## src/rtl/astrio_branch_predictor_if.sv

```systemverilog
// astrio_branch_predictor_if: lookup, update and statistics bundle between fetch/decode and the predictor.
interface astrio_branch_predictor_if #(parameter int ADDR_W = 32);
  logic [ADDR_W-1:0] lookup_pc;
  logic              pred_hit;
  logic              pred_taken;
  logic [ADDR_W-1:0] pred_next_pc;
  logic              upd_valid;
  logic [ADDR_W-1:0] upd_pc;
  logic              upd_taken;
  logic [ADDR_W-1:0] upd_target;
  logic              upd_mispredict;
  logic              flush_all;
  logic [31:0]       stat_lookups;
  logic [31:0]       stat_hits;
  logic [31:0]       stat_mispredicts;
  modport master (
    output lookup_pc, upd_valid, upd_pc, upd_taken, upd_target, upd_mispredict, flush_all,
    input  pred_hit, pred_taken, pred_next_pc, stat_lookups, stat_hits, stat_mispredicts
  );
  modport slave (
    input  lookup_pc, upd_valid, upd_pc, upd_taken, upd_target, upd_mispredict, flush_all,
    output pred_hit, pred_taken, pred_next_pc, stat_lookups, stat_hits, stat_mispredicts
  );
endinterface

```

## src/rtl/astrio_branch_predictor.sv

```systemverilog
// astrio_branch_predictor: direct-mapped BTB with saturating direction counters and combinational lookup.
// Define ASTRIO_BP_STATS_EN to build the lookup/hit/mispredict statistics counters.
module astrio_branch_predictor #(
  parameter int ADDR_W   = 32,
  parameter int ENTRIES  = 16,
  parameter int CTR_BITS = 2
) (
  input logic clk,
  input logic rst_n,
  astrio_branch_predictor_if.slave bp
);
  localparam int IDX_W = $clog2(ENTRIES);
  localparam int TAG_W = ADDR_W - IDX_W - 2;
  localparam logic [CTR_BITS-1:0] CTR_MAX = '1;
  localparam logic [CTR_BITS-1:0] CTR_WT  = CTR_BITS'(1) << (CTR_BITS - 1);
  localparam logic [CTR_BITS-1:0] CTR_WNT = CTR_WT - CTR_BITS'(1);

  logic [ENTRIES-1:0]  valid;
  logic [TAG_W-1:0]    tag    [ENTRIES];
  logic [ADDR_W-1:0]   target [ENTRIES];
  logic [CTR_BITS-1:0] ctr    [ENTRIES];

  logic [IDX_W-1:0]    l_idx, u_idx;
  logic [TAG_W-1:0]    l_tag, u_tag;
  logic                hit, taken, u_hit;
  logic [CTR_BITS-1:0] u_ctr, ctr_nxt;
  logic                unused;

  always_comb begin
    l_idx   = bp.lookup_pc[IDX_W+1:2];
    l_tag   = bp.lookup_pc[ADDR_W-1:IDX_W+2];
    u_idx   = bp.upd_pc[IDX_W+1:2];
    u_tag   = bp.upd_pc[ADDR_W-1:IDX_W+2];
    hit     = valid[l_idx] && tag[l_idx] == l_tag;
    taken   = hit && ctr[l_idx][CTR_BITS-1];
    u_hit   = valid[u_idx] && tag[u_idx] == u_tag;
    u_ctr   = ctr[u_idx];
    ctr_nxt = !u_hit ? CTR_WT :
              bp.upd_taken ? (u_ctr == CTR_MAX ? u_ctr : u_ctr + CTR_BITS'(1)) :
              (u_ctr == '0 ? u_ctr : u_ctr - CTR_BITS'(1));
  end

  assign bp.pred_hit     = hit;
  assign bp.pred_taken   = taken;
  assign bp.pred_next_pc = taken ? target[l_idx] : bp.lookup_pc + ADDR_W'(4);

  // Misses only allocate on taken outcomes, so not-taken aliases never evict a live entry.
  always_ff @(posedge clk or negedge rst_n) begin
    if (!rst_n) begin
      valid <= '0;
      for (int i = 0; i < ENTRIES; i++) begin
        tag[i]    <= '0;
        target[i] <= '0;
        ctr[i]    <= CTR_WNT;
      end
    end else if (bp.flush_all) begin
      valid <= '0;
    end else if (bp.upd_valid && (u_hit || bp.upd_taken)) begin
      valid[u_idx] <= 1'b1;
      tag[u_idx]   <= u_tag;
      ctr[u_idx]   <= ctr_nxt;
      if (bp.upd_taken) target[u_idx] <= bp.upd_target;
    end
  end

`ifdef ASTRIO_BP_STATS_EN
  logic [31:0] n_look, n_hit, n_mis;
  always_ff @(posedge clk or negedge rst_n) begin
    if (!rst_n) begin
      n_look <= '0;
      n_hit  <= '0;
      n_mis  <= '0;
    end else begin
      n_look <= n_look + 32'(n_look != '1);
      n_hit  <= n_hit + 32'(hit && n_hit != '1);
      n_mis  <= n_mis + 32'(bp.upd_valid && bp.upd_mispredict && n_mis != '1);
    end
  end
  assign bp.stat_lookups     = n_look;
  assign bp.stat_hits        = n_hit;
  assign bp.stat_mispredicts = n_mis;
`else
  assign bp.stat_lookups     = '0;
  assign bp.stat_hits        = '0;
  assign bp.stat_mispredicts = '0;
`endif

  assign unused = ^{bp.lookup_pc[1:0], bp.upd_pc[1:0], bp.upd_mispredict};
endmodule

```

## src/flat_wrapper.sv

```systemverilog
// flat-port wrapper written by rule: the top's interface ports become plain ports
module astrio_branch_predictor_flat 
#(
  parameter int ADDR_W   = 32,
  parameter int ENTRIES  = 16,
  parameter int CTR_BITS = 2
)
  (clk, rst_n, bp_lookup_pc, bp_upd_valid, bp_upd_pc, bp_upd_taken, bp_upd_target, bp_upd_mispredict, bp_flush_all, bp_pred_hit, bp_pred_taken, bp_pred_next_pc, bp_stat_lookups, bp_stat_hits, bp_stat_mispredicts);
  astrio_branch_predictor_if #(.ADDR_W(ADDR_W)) bp_i ();
  input logic clk;
  input logic rst_n;
  input wire logic [$bits(bp_i.lookup_pc)-1:0] bp_lookup_pc;
  input wire logic [$bits(bp_i.upd_valid)-1:0] bp_upd_valid;
  input wire logic [$bits(bp_i.upd_pc)-1:0] bp_upd_pc;
  input wire logic [$bits(bp_i.upd_taken)-1:0] bp_upd_taken;
  input wire logic [$bits(bp_i.upd_target)-1:0] bp_upd_target;
  input wire logic [$bits(bp_i.upd_mispredict)-1:0] bp_upd_mispredict;
  input wire logic [$bits(bp_i.flush_all)-1:0] bp_flush_all;
  output wire logic [$bits(bp_i.pred_hit)-1:0] bp_pred_hit;
  output wire logic [$bits(bp_i.pred_taken)-1:0] bp_pred_taken;
  output wire logic [$bits(bp_i.pred_next_pc)-1:0] bp_pred_next_pc;
  output wire logic [$bits(bp_i.stat_lookups)-1:0] bp_stat_lookups;
  output wire logic [$bits(bp_i.stat_hits)-1:0] bp_stat_hits;
  output wire logic [$bits(bp_i.stat_mispredicts)-1:0] bp_stat_mispredicts;
  assign bp_i.lookup_pc = bp_lookup_pc;
  assign bp_i.upd_valid = bp_upd_valid;
  assign bp_i.upd_pc = bp_upd_pc;
  assign bp_i.upd_taken = bp_upd_taken;
  assign bp_i.upd_target = bp_upd_target;
  assign bp_i.upd_mispredict = bp_upd_mispredict;
  assign bp_i.flush_all = bp_flush_all;
  assign bp_pred_hit = bp_i.pred_hit;
  assign bp_pred_taken = bp_i.pred_taken;
  assign bp_pred_next_pc = bp_i.pred_next_pc;
  assign bp_stat_lookups = bp_i.stat_lookups;
  assign bp_stat_hits = bp_i.stat_hits;
  assign bp_stat_mispredicts = bp_i.stat_mispredicts;
  astrio_branch_predictor #(.ADDR_W(ADDR_W), .ENTRIES(ENTRIES), .CTR_BITS(CTR_BITS)) u_core (.clk(clk), .rst_n(rst_n), .bp(bp_i));
endmodule
```

## config.mk

```make
export PLATFORM = sky130hd
export DESIGN_NAME = astrio_branch_predictor_flat
export DESIGN_NICKNAME = d
export VERILOG_FILES = /design/src/rtl/astrio_branch_predictor_if.sv /design/src/rtl/astrio_branch_predictor.sv /design/src/flat_wrapper.sv
export SDC_FILE = /design/constraint.sdc
export NUM_CORES = 2
export LEC_CHECK = 0
export CORE_MARGIN = 5
export CORE_UTILIZATION = 54
export DETAILED_ROUTE_END_ITERATION = 16
export HOLD_SLACK_MARGIN = 0.03
export PLACE_DENSITY_LB_ADDON = 0.15
export RECOVER_POWER = 25
export SETUP_SLACK_MARGIN = 0.15
export SYNTH_ARGS = -nofsm -noshare
export SYNTH_HDL_FRONTEND = slang
export SYNTH_SLANG_ARGS = --single-unit
```

## constraint.sdc

```tcl
create_clock -name clk -period 7.5 [get_ports clk]
set_input_delay 1.5 -clock clk [delete_from_list [all_inputs] [get_ports clk]]
set_output_delay 1.5 -clock clk [all_outputs]
set_load 0.01 [all_outputs]
```

==> flow_metrics.tcl <==
set metrics [dict create \
    dieHeight_um 315 \
    holdWs_ps 479 \
    finalNetCount 3525 \
    port_buffers 132 \
    fmax_mhz 137 \
    required_ps 6000 \
    place.gp.congestion 0.912 \
    drt_wl_total_mm 144 \
    synth_seq_cells 976 \
    slowest_stage "or4_4" \
    initial_core_util_pct 54.2 \
    hold_start "u_core.ctr[2]" \
    grt_pass1_vias 32500 \
    layout-drive-gt1-share_pct 36.2 \
    period_share_pct 97.3 \
    ys_top_cells_by_count "dfrtp_1, mux2_2, mux2_1" \
    syn2layout_area_growth_pct 12.2 \
    ys_seq_area_share_pct 48.5 \
    register_area_sq_um 24400 \
    clock-sinks 976 \
    clkTransAtPathRegs_ps 60 \
    drc 0 \
    h-tree-depth 3 \
    hold_path.class "reg2reg" \
    setup_viol 0 \
    clockBufferDepth 3 \
    p_leak_nw 25.8 \
    status "finished, violations left" \
    slew_headroom_pct -187 \
    dp_cells 4567 \
    cp-startpoint "bp_lookup_pc[3]" \
    num_io_pins 232 \
    grt_pass1_wl_mm 216 \
    cts_buffers 105 \
    peakVddDrop_v 0.000211 \
    clkLatencyLatePin_ps 680 \
    cts_tree "yes" \
    rows 112 \
    viasPerCell 6.41 \
    wl_per_cell_um 30.3 \
    cts-hold-fix-buffers 0 \
    post-route-util_pct 60.8 \
    gr-total-overflow 0 \
    synth_cell_type_count 66 \
    cts_setup_buffers 0 \
    pre_cts_slack_ps 21.2 \
    worstHoldPathCells 2 \
    cp_max_fo 16 \
    finalNonFillerCells 4763 \
    yosysWarningCount 0 \
    netlist_instances 3337 \
    skew_ps 24.3 \
    vias 30500 \
    synthMostInstantiatedCell "dfrtp_1" \
    setup_slack_ps 201 \
    synth_top_area_share_pct 47.7 \
    grt_max_degree 179 \
    failed_checks "max-capacitance violations, max-slew violations" \
    r2r_slack_ps 3400 \
    max_stage_delay_ps 620 \
    clock-root-buffer "clkbuf_16" \
    worst-endpoint-arrival_ps 5800 \
    min_period_ps 7300 \
    core_sq_um 92900 \
    drt_pre_antenna_iters 6 \
    antenna_found_initial 7 \
    worstMarginPinSlew_ps 4310 \
    async_flop_share_pct 100 \
    r2r_start "u_core.tag[149]" \
    critPathLaunchType "primary input" \
    p_per_area_nw_per_um2 243 \
    ys_dominant_reg_cell "dfrtp_1" \
    synth_area_leaders "dfrtp_1, mux4_2, mux2_2" \
    maxCapViolCount 5 \
    synth_top_cell_by_area "dfrtp_1" \
    crit_chain "buf_12, buf_12, mux2i_1, o22ai_1, or3_1, a22oi_1, a41oi_2, buf_4, or4b_1, or4b_1, or4_4, clkbuf_16, mux2_4, clkdlybuf4s50_1" \
    whs_endpoint "u_core.ctr[2]" \
    rr_endpoint "u_core.tag[168]" \
    mappedNetlistArea_sq_um 50300 \
    fin_area_sq_um 56500 \
    antenna_left 0 \
    avgSynthCellArea_sq_um 15.1 \
    critPathCaptureType "output pin" \
    placed_area_sq_um 53000 \
    die_x_um 315 \
    dieArea_sq_um 99400 \
    rsz0062_at_grt "no" \
    setup_tns_ps 0 \
    finalMaxSlewViolations 607 \
    total_power_mw 13.7 \
    drtIter0Drc 2598 \
    fillers 6931 \
    grt_usage_pct 28.9 \
    multi_input_area_sq_um 24200 \
    r2r_cells 12 \
    hpwl_mm 91.2 \
    crit_type "in2out" \
    finalHoldViolCount 0 \
    synth_edf_count 0 \
]
[worst max-delay path: cells and delay by family]
kind	cells	cell delay (ps)
AND/OR/NAND/NOR	4	1960
buffers and inverters	5	1250
multiplexers	2	520
AO/OA/AOI/OAI	3	510
[worst max path at each step]
stage,slack [ps],depth (start not counted),endpoint
2_1_floorplan,1050,13,bp_pred_next_pc[10]
3_3_place_gp,40,14,bp_pred_next_pc[31]
3_5_place_dp,20,14,bp_pred_next_pc[31]
4_1_cts,200,14,bp_pred_next_pc[31]
5_1_grt,150,14,bp_pred_next_pc[4]
6_report,200,14,bp_pred_next_pc[13]
[logic make-up after synthesis]
kind of cell	count (synthesis)	synth area share, %
AO/OA/AOI/OAI	161	2.51
XOR/XNOR	93	1.62
adder cells (fa/ha/maj)	2	0.0447
buffers and inverters	412	4.40
flip-flops	976	48.5
multiplexers	1477	40.8
other	1	0.00745
AND/OR/NAND/NOR	215	2.11
[timing repair]
action / in CTS / in global routing
setup endpoints to repair: 32 / 32
cloned: 1 / 1
resized for setup: 7 / 5
pin swaps: 0 / 1
[state kept, by name, indices dropped and copies added (netlist names)]
signal         flops
u_core.target    512
u_core.tag       416
u_core.ctr        32
u_core.valid      16
[routing by layer]
metal,wire (um),GRT usage (%)
met1,57700,38.4
met2,71400,48.6
met3,8500,4.51
met4,6500,11.4
met5,27,0
[final cells by class]
type / count / share of cell area [%]
sequential: 976 / 43.3
tap: 1254 / 2.78
antenna: 4 / 0.0177
inverter: 26 / 0.173
clock buffer: 163 / 5.67
clock inverter: 27 / 0.416
timing repair buffer: 269 / 4.79
multi-input combinational: 2044 / 42.9
[power breakdown]
group          internal (mW)  switching (mW)
Clock                   2.97            2.15
Sequential              5.98           0.445
Combinational           1.20           0.985
[cell usage in the layout (no fill, tap or decap), drive strengths merged, types with 4 or more instances in the layout]
cell / netlist / layout
mux2: 980 / 980
a221oi: 13 / 13
a22oi: 14 / 14
nand4: 14 / 14
dfstp: 16 / 16
clkdlybuf4s50: 0 / 121
nor2: 79 / 79
a21o: 21 / 21
inv: 24 / 26
nor2b: 17 / 17
and3: 8 / 8
dfrtp: 960 / 960
nor3b: 4 / 4
clkinvlp: 0 / 4
nand2: 40 / 40
xor2: 41 / 41
clkbuf: 162 / 171
nor4: 7 / 7
o21ai: 9 / 9
mux2i: 146 / 146
nand3: 19 / 19
nand2b: 5 / 5
a21oi: 28 / 28
o22ai: 32 / 32
a31oi: 6 / 6
nor3: 5 / 5
xnor2: 52 / 52
a22o: 11 / 11
mux4: 351 / 351
conb: 1 / 96
diode: 0 / 4
a211oi: 11 / 11
clkinv: 2 / 22
buf: 224 / 138
(Power assumes the default switching activity.)
